## src/rtl/txpll_pkg.sv

```systemverilog
// Shared types and constants for the TX PLL lock supervisor.
package txpll_pkg;

  typedef enum logic [1:0] {
    ST_WAIT,
    ST_FILTER,
    ST_LOCKED,
    ST_RESTART
  } chan_state_e;

  localparam int                    LOSS_CNT_W   = 8;
  localparam logic [LOSS_CNT_W-1:0] LOSS_CNT_MAX = '1;

  // Clear wins over the held value but still admits the coincident loss.
  function automatic logic [LOSS_CNT_W-1:0] loss_cnt_next(
    input logic [LOSS_CNT_W-1:0] cur,
    input logic                  clr,
    input logic                  inc
  );
    if (clr) return inc ? LOSS_CNT_W'(1) : '0;
    if (inc && cur != LOSS_CNT_MAX) return cur + 1'b1;
    return cur;
  endfunction

endpackage

```

## src/rtl/txpll_lock_chan.sv

```systemverilog
// One supervised TX PLL: lock synchronizer, WAIT/FILTER/LOCKED/RESTART FSM and registered outputs.
// The loss counter exists only when TXPLL_LOSS_COUNTER_EN is defined; otherwise loss_cnt is tied to 0.
module txpll_lock_chan
  import txpll_pkg::*;
#(
  parameter int LOCK_FILT   = 256,
  parameter int TIMEOUT_CYC = 65536,
  parameter int RESTART_CYC = 32
) (
  input  logic                  clk,
  input  logic                  rst,
  input  logic                  pll_lock,
  input  logic                  force_restart,
  input  logic                  clr_cnt,
  output logic                  pll_restart,
  output logic                  locked,
  output logic                  loss_evt,
  output logic [LOSS_CNT_W-1:0] loss_cnt
);

  localparam int TMR_W  = $clog2(TIMEOUT_CYC);
  localparam int FILT_W = $clog2(LOCK_FILT);
  localparam int RCNT_W = 8;

  localparam logic [TMR_W-1:0]  TMR_LAST  = TMR_W'(TIMEOUT_CYC - 1);
  localparam logic [FILT_W-1:0] FILT_LAST = FILT_W'(LOCK_FILT - 1);
  localparam logic [RCNT_W-1:0] RCNT_LAST = RCNT_W'(RESTART_CYC - 1);

  logic [1:0]        sync;
  logic              lock_s;
  chan_state_e       state;
  chan_state_e       state_nxt;
  logic [TMR_W-1:0]  timer;
  logic [FILT_W-1:0] filt;
  logic [RCNT_W-1:0] rcnt;
  logic              restart_d;
  logic              locked_d;
  logic              loss_d;

  // NOTE: non-blocking assignments let the two flops shift as a pipeline instead of collapsing into one.
  always_ff @(posedge clk or posedge rst) begin
    if (rst) sync <= '0;
    else     sync <= {sync[0], pll_lock};
  end

  assign lock_s = sync[1];

  always_ff @(posedge clk or posedge rst) begin
    if (rst) state <= ST_WAIT;
    else     state <= state_nxt;
  end

  // NOTE: state_nxt gets a default before the case so no path leaves it unassigned and no latch is inferred.
  always_comb begin
    state_nxt = state;
    if (force_restart) begin
      state_nxt = ST_RESTART;
    end else begin
      unique case (state)
        ST_WAIT:    if (lock_s)               state_nxt = ST_FILTER;
                    else if (timer == TMR_LAST) state_nxt = ST_RESTART;
        ST_FILTER:  if (!lock_s)              state_nxt = ST_WAIT;
                    else if (filt == FILT_LAST) state_nxt = ST_LOCKED;
        ST_LOCKED:  if (!lock_s)              state_nxt = ST_WAIT;
        ST_RESTART: if (rcnt == RCNT_LAST)    state_nxt = ST_WAIT;
        default:                              state_nxt = ST_WAIT;
      endcase
    end
  end

  // Every counter restarts on entry to its state; a re-forced restart rewinds the pulse width.
  always_ff @(posedge clk or posedge rst) begin
    if (rst) begin
      timer <= '0;
      filt  <= '0;
      rcnt  <= '0;
    end else begin
      timer <= (state == ST_WAIT && state_nxt == ST_WAIT) ? timer + 1'b1 : '0;
      filt  <= (state_nxt != ST_FILTER) ? '0 :
               (state == ST_FILTER)     ? filt + 1'b1 : FILT_W'(1);
      rcnt  <= (state == ST_RESTART && state_nxt == ST_RESTART && !force_restart) ?
               rcnt + 1'b1 : '0;
    end
  end

  always_comb begin
    restart_d = (state_nxt == ST_RESTART);
    locked_d  = (state_nxt == ST_LOCKED);
    loss_d    = (state == ST_LOCKED) && (state_nxt == ST_WAIT);
  end

  // Outputs are registered alongside the state so they track it cycle for cycle.
  always_ff @(posedge clk or posedge rst) begin
    if (rst) begin
      pll_restart <= 1'b0;
      locked      <= 1'b0;
      loss_evt    <= 1'b0;
    end else begin
      pll_restart <= restart_d;
      locked      <= locked_d;
      loss_evt    <= loss_d;
    end
  end

`ifdef TXPLL_LOSS_COUNTER_EN
  always_ff @(posedge clk or posedge rst) begin
    if (rst) loss_cnt <= '0;
    else     loss_cnt <= loss_cnt_next(loss_cnt, clr_cnt, loss_d);
  end
`else
  logic unused_clr_cnt;
  assign unused_clr_cnt = clr_cnt;
  assign loss_cnt       = '0;
`endif

endmodule

```

## src/rtl/txpll_lock_supervisor.sv

```systemverilog
// Supervises N_PLL TX PLLs: one txpll_lock_chan per PLL plus the registered ALL_LOCKED summary.
// Define TXPLL_LOSS_COUNTER_EN to build the per-channel loss counters behind LOSS_CNT/CLR_CNT.
module txpll_lock_supervisor
  import txpll_pkg::*;
#(
  parameter int N_PLL       = 2,
  parameter int LOCK_FILT   = 256,
  parameter int TIMEOUT_CYC = 65536,
  parameter int RESTART_CYC = 32
) (
  input  logic                          CLK,
  input  logic                          RST,
  input  logic [N_PLL-1:0]              PLL_LOCK,
  input  logic [N_PLL-1:0]              FORCE_RESTART,
  input  logic                          CLR_CNT,
  output logic [N_PLL-1:0]              PLL_RESTART,
  output logic [N_PLL-1:0]              LOCKED,
  output logic                          ALL_LOCKED,
  output logic [N_PLL-1:0]              LOSS_EVT,
  output logic [LOSS_CNT_W*N_PLL-1:0]   LOSS_CNT
);

  for (genvar i = 0; i < N_PLL; i++) begin : g_chan
    txpll_lock_chan #(
      .LOCK_FILT   (LOCK_FILT),
      .TIMEOUT_CYC (TIMEOUT_CYC),
      .RESTART_CYC (RESTART_CYC)
    ) u_chan (
      .clk           (CLK),
      .rst           (RST),
      .pll_lock      (PLL_LOCK[i]),
      .force_restart (FORCE_RESTART[i]),
      .clr_cnt       (CLR_CNT),
      .pll_restart   (PLL_RESTART[i]),
      .locked        (LOCKED[i]),
      .loss_evt      (LOSS_EVT[i]),
      .loss_cnt      (LOSS_CNT[LOSS_CNT_W*i +: LOSS_CNT_W])
    );
  end

  always_ff @(posedge CLK or posedge RST) begin
    if (RST) ALL_LOCKED <= 1'b0;
    else     ALL_LOCKED <= &LOCKED;
  end

endmodule

```

## config.mk

```make
export PLATFORM = sky130hd
export DESIGN_NAME = txpll_lock_supervisor
export DESIGN_NICKNAME = d
export VERILOG_FILES = /design/src/rtl/txpll_pkg.sv /design/src/rtl/txpll_lock_chan.sv /design/src/rtl/txpll_lock_supervisor.sv
export SDC_FILE = /design/constraint.sdc
export NUM_CORES = 1
export LEC_CHECK = 0
export CAP_MARGIN = 20
export CORE_ASPECT_RATIO = 1.1
export CORE_MARGIN = 5
export CORE_UTILIZATION = 51
export CTS_CLUSTER_DIAMETER = 40
export DETAILED_ROUTE_END_ITERATION = 16
export PLACE_DENSITY_LB_ADDON = 0.3
export SLEW_MARGIN = 20
export SYNTH_ARGS = -nofsm -noshare
export SYNTH_HDL_FRONTEND = slang
export SYNTH_SLANG_ARGS = --single-unit
export TNS_END_PERCENT = 1
```

## constraint.sdc

```tcl
create_clock -name CLK -period 3.4 [get_ports CLK]
set_input_delay 0.68 -clock CLK [delete_from_list [all_inputs] [get_ports CLK]]
set_output_delay 0.68 -clock CLK [all_outputs]
set_load 0.01 [all_outputs]
```

======== Word level (Yosys, flattened, before mapping) ========
Cells that the tools add are included.
word-level totals
  register bits ........................... 79
operators by class
  mux-type cells .......................... 24
  add/subtract/negate cells ............... 6
  equality and inequality tests ........... 18
  reduce and logical (&&, ||, !) cells .... 15
operator list
  operator                                                count
  2-to-1 mux 8 bit                                        6
  adder 16 x 1 -> 16 bit (second input constant)          2
  adder 8 x 1 -> 8 bit (second input constant)            4
  == test 16 bit (second input constant)                  2
  2-to-1 mux 16 bit                                       2
  2-to-1 mux 2 bit                                        14
  == test 2 bit (second input constant)                   8
  == test 8 x 5 -> 1 bit (second input constant)          2
  == test 8 bit (second input constant)                   2
  one-hot mux 2 bit (4 select lines)                      2
  logical AND 1 bit                                       8
  zero test 2 bit                                         4
  == test 2 x 1 -> 1 bit (second input constant)          2
  inequality test 2 x 1 -> 1 bit (second input constant)  2
  zero test 1 bit                                         2
  AND reduction 2 bit                                     1

======== Longest topological paths before layout ========
  depth in word-level cells ............... 9
  gate-level depth with buffers ........... 7
  depth with buffers taken out ............ 6

======== Modules after synthesis ========
Synthesis repeated with hierarchy kept, for this count alone.
second synthesis, totals
  cells, all modules ...................... 360
  area total of the unflattened synthesis .. 3,723.6 µm²
by module, submodules not included
  module                               seq. area each (µm²)  cells each  times used  area each (µm²)
  txpll_lock_chan at g_chan[0].u_chan  975.9                 178         1           1,845.5
  txpll_lock_chan at g_chan[1].u_chan  975.9                 179         1           1,843.0
  txpll_lock_supervisor                25.0                  3           1           35.0

======== Worst setup path after synthesis ========
No wires, ideal clock.
  path type ............................... input port to flip-flop
  start point ............................. input FORCE_RESTART[0]
  end point ............................... register g_chan[0].u_chan.filt[4]
  library setup time ...................... 69 ps
  path slack .............................. 1,620 ps
  data arrival time ....................... 1,711 ps
  stages on the path ...................... 6
  path buffers ............................ 1
  required time ........................... 3,331 ps
  path through ............................ nor4_2 a31o_2 nand2_2 or4_4 buf_6 nor2_2
on the way
  word-level cells in the longest chain between the ends .. 3
ends and longest elaborated chain
  element                         line                         source
  start: declaration              txpll_lock_supervisor.sv:14  input logic [N_PLL-1:0] FORCE_RESTART,
  2-to-1 mux 2 bit                txpll_lock_chan.sv:56        if (force_restart) begin
  inequality test 2 x 1 -> 1 bit  txpll_lock_chan.sv:79        filt <= (state_nxt != ST_FILTER) ? '0 :
  2-to-1 mux 8 bit                txpll_lock_chan.sv:79
  end signal: assignment          txpll_lock_chan.sv:79
  end: declaration                txpll_lock_chan.sv:34        logic [FILT_W-1:0] filt;
Every way passes these cells.

======== Worst setup path in the final report ========
  start point ............................. input FORCE_RESTART[0]
  end point ............................... register g_chan[0].u_chan.filt[2]
The elaborated chain is that of the path after synthesis.

==> summary.txt <==
Run status
  • Outcome: complete, no violations

Worst hold path
  • Type of the tightest min-delay check: register to register
  • Worst hold stages: 0

Pwr
  • Switching component of the power: 0.358 mW
  • Peak VDD IR: between 0.0002 and 0.00025 V
  • Comb pwr share: around 3.3%
  • Leakage component of the power: roughly 1.7 nW
  • Fraction of power consumed by sequential logic: 59.8%
  • Clock network fraction of design power: 36.9%
  • Power Dens Cells: 396 nW/µm²
  • Internal power contribution: 1.24 mW
  • Post-layout power: ~1.6 mW
  • Sw Ratio: 22.4%

Clock network
  • Clock tree from TritonCTS: yes
  • Clock latency at the later pin of the worst-skew pair: ~350 ps
  • Maximum buffer depth of the clock tree: 2
  • Number of setup buffers added after CTS: 0
  • Clock-pin transition on the worst setup and hold timing paths: 80 ps
  • Clock buffer count from CTS: 9
  • Quantity of hold-fixing buffers added after cts: 0
  • Cell at the root of the clock tree: clkbuf_8
  • # clock sinks: 79
  • H-tree depth: 3
  • Number of resized instances in the post-cts repair step: 0

Timing
  • Hold Violations, Final: 0
  • Pins Over Slew Limit: 0
  • Minimum period implied by the final worst setup slack: 2020 ps
  • Top achievable clock speed: between 0.4 and 0.5 GHz
  • Minimum setup slack in the final design: 1380 ps
  • Setup-violating endpoint count in the final report: 0
  • Worst clock skew: 7.04 ps
  • Setup repair after global routing missed its margin: false
  • Final worst path period share: 59.5%
  • Final setup TNS: 0 ps

Die
  • Site row count: 32
  • Effective utilization at floorplan: 52.9%
  • Core region area: slightly above 7000 µm²
  • Total Die Area: 9210 µm²
  • Num ports: 30
  • Die W: 91.9 µm
  • Die Height: about 100 µm

Critical path
  • Kind of start point of the critical path: input pin
  • Reg-to-reg startpoint: g_chan[1].u_chan.rcnt[0]
  • Worst setup path category: input pin to register
  • R2r endpoint: g_chan[1].u_chan.filt[5]
  • Maximum fanout count along the critical path: 7
  • Kind of end point of the critical path: register
  • Crit path required time: 3680 ps
  • Reg-to-reg setup timing slack: 1380 ps
  • CP startpoint: FORCE_RESTART[0]
  • Data arrival time of the critical path: 2310 ps
  • Number of cells on the worst reg-to-reg path: 6
  • CP Capture Point: g_chan[0].u_chan.filt[2]

Drt
  • Antenna-violating nets left: 0
  • Wire length per cell: roughly 13 µm
  • Detailed Route WL: 6050 µm
  • Starting DRC count in detailed routing: 118
  • DRT Pass-1 Iters: 4
  • DR vias: roughly 2.5k
  • Routed vias/inst: 5.26
  • DRC viols: 0

GRT
  • First-pass GRT wire length: 11000 µm
  • Number of global-route vias before repair: approximately 2.5k
  • Number of antenna violations at the first check in global routing: 0
  • Maximum number of pins on one net before global-route repair: 27
  • Overall Global Routing Usage: 14.6%
  • Remaining global-route overflow: 0

Finish
  • Post-route non-filler standard cell count: 469
  • Share of cells above drive strength 1: under 10%
  • Number of nets in the layout: 393
  • Diodes inserted: 0
  • Synth-to-Final Area Change: 7.21%
  • Post-Layout Inst Area: 4040 µm²

Logic synthesis
  • Leading register cell type out of synthesis: dfrtp_1
  • EDFF count, synth: 0
  • Most used standard cells in the synthesized netlist: dfrtp_1, nor2_1, xor2_1
  • Warnings, synthesis: 0
  • Proportion of register bits with asynchronous set or reset after synthesis: 100%
  • Mean post-synth cell area: 10.3 µm²
  • Portion of the post-synthesis area used by sequential elements: 52.5%
  • Synth area leaders: dfrtp_1, xor2_1, nor2_1
  • Synthesized netlist cell count: 367
  • Synthesis-stage register bit count: 79
  • Count of distinct cell types in the synthesized netlist: 44
  • Share of the synthesized area in the top cell type: 52.5%
  • Post-synthesis instance area: roughly 3800 µm²
  • Post-synthesis cell type with the largest combined area: dfrtp_1
  • Top-count cell post-synth: dfrtp_1

Place
  • Post-placement cell count: 454
  • Detail Placement HPWL: 4280 µm
  • Placed cell area: 3870 µm²
  • Routability cong.: approximately 0.8
  • Post-Place Setup Slack: 1020 ps
  • Port Buf Inserts: 12

Flow run
  • Max capacitance violation total: 0
[logic make-up after synthesis]
logic type | Yosys count | share of synthesized area [%]
buffers and inverters | 40 | 6.44
adder cells (fa/ha/maj) | 6 | 1.99
AND/OR/NAND/NOR | 167 | 23.4
other | 1 | 0.0995
AO/OA/AOI/OAI | 24 | 3.99
XOR/XNOR | 50 | 11.6
flip-flops | 79 | 52.5
[routing by layer]
metal | up-vias | part of all wire (%) | track usage (%)
met5 | - | 0 | 0
met4 | 0 | 1.9 | 6.86
met3 | 10 | 3.5 | 3.00
met2 | 30 | 47 | 22.8
met1 | 1201 | 47 | 19.5
li1 | 1227 | - | -
[through the flow]
| stage | util, % | hold slack [ps] |
|---|---|---|
| 2_1_floorplan | - | 331 |
| 3_3_place_gp | 54.4 | 339 |
| 3_5_place_dp | 54.4 | 353 |
| 4_1_cts | 56.7 | 375 |
| 5_1_grt | 56.7 | 382 |
| 6_report | 56.7 | 362 |
[sequential cells by signal, summed over array words and instances, names as in the netlist]
name                       cells
g_chan.u_chan.pll_restart      2
g_chan.u_chan.state            4
g_chan.u_chan.locked           2
ALL_LOCKED                     1
g_chan.u_chan.loss_evt         2
g_chan.u_chan.sync             4
g_chan.u_chan.timer           32
g_chan.u_chan.filt            16
g_chan.u_chan.rcnt            16
[placed cells by master, fill, tap and decap left out, types with 3 or more instances in the layout]
master           Yosys  routed
dfrtp_1             79      79
nor2_1              57      57
xor2_1              31      31
nand3_1             26      26
xnor2_1             19      19
nand2_1             18      18
conb_1               1      16
and3_1              13      13
clkdlybuf4s50_1      0      12
nand4_1             11      11
inv_1               12      11
clkbuf_8             0      10
nor3_1               9       9
a21oi_1              8       8
nor2_2               6       6
ha_1                 6       6
o21ai_0              5       5
nor4b_1              3       3
or3_1                3       3
clkinv_2             0       3
buf_4               22       3
[worst min-delay path by stage]
stage | startpoint | end | slack [ps]
finish | g_chan[1].u_chan.sync[0] | g_chan[1].u_chan.sync[1] | 360
global route | g_chan[1].u_chan.sync[0] | g_chan[1].u_chan.sync[1] | 380
CTS | g_chan[1].u_chan.sync[0] | g_chan[1].u_chan.sync[1] | 370
detailed placement | g_chan[1].u_chan.sync[0] | g_chan[1].u_chan.sync[1] | 350
global placement | g_chan[1].u_chan.sync[0] | g_chan[1].u_chan.sync[1] | 340
floorplan | g_chan[0].u_chan.sync[0] | g_chan[0].u_chan.sync[1] | 330
[power by group through the flow]
stage	Sequential, mW	Clock [mW]	Combinational, mW
floorplan	0.972	0	0.0497
global placement	0.973	0	0.0531
detailed placement	0.974	0	0.0541
CTS	0.955	0.608	0.0541
global route	0.957	0.649	0.0622
finish	0.956	0.590	0.0529
[area by class of cell]
class | count | area (µm²)
sequential | 79 | 1980
timing repair buffer | 15 | 143
clock buffer | 11 | 141
inverter | 12 | 45.0
multi-input combinational | 263 | 1600
clock inverter | 4 | 22.5
tap | 85 | 106
fill | 640 | 3090
[critical path: stages]
cell	delay [ps]
clkdlybuf4s50_1	510
nor4_2	170
a31o_2	230
nand2_2	70
or4_4	520
nor2_2	130
(Power assumes the default switching activity.)
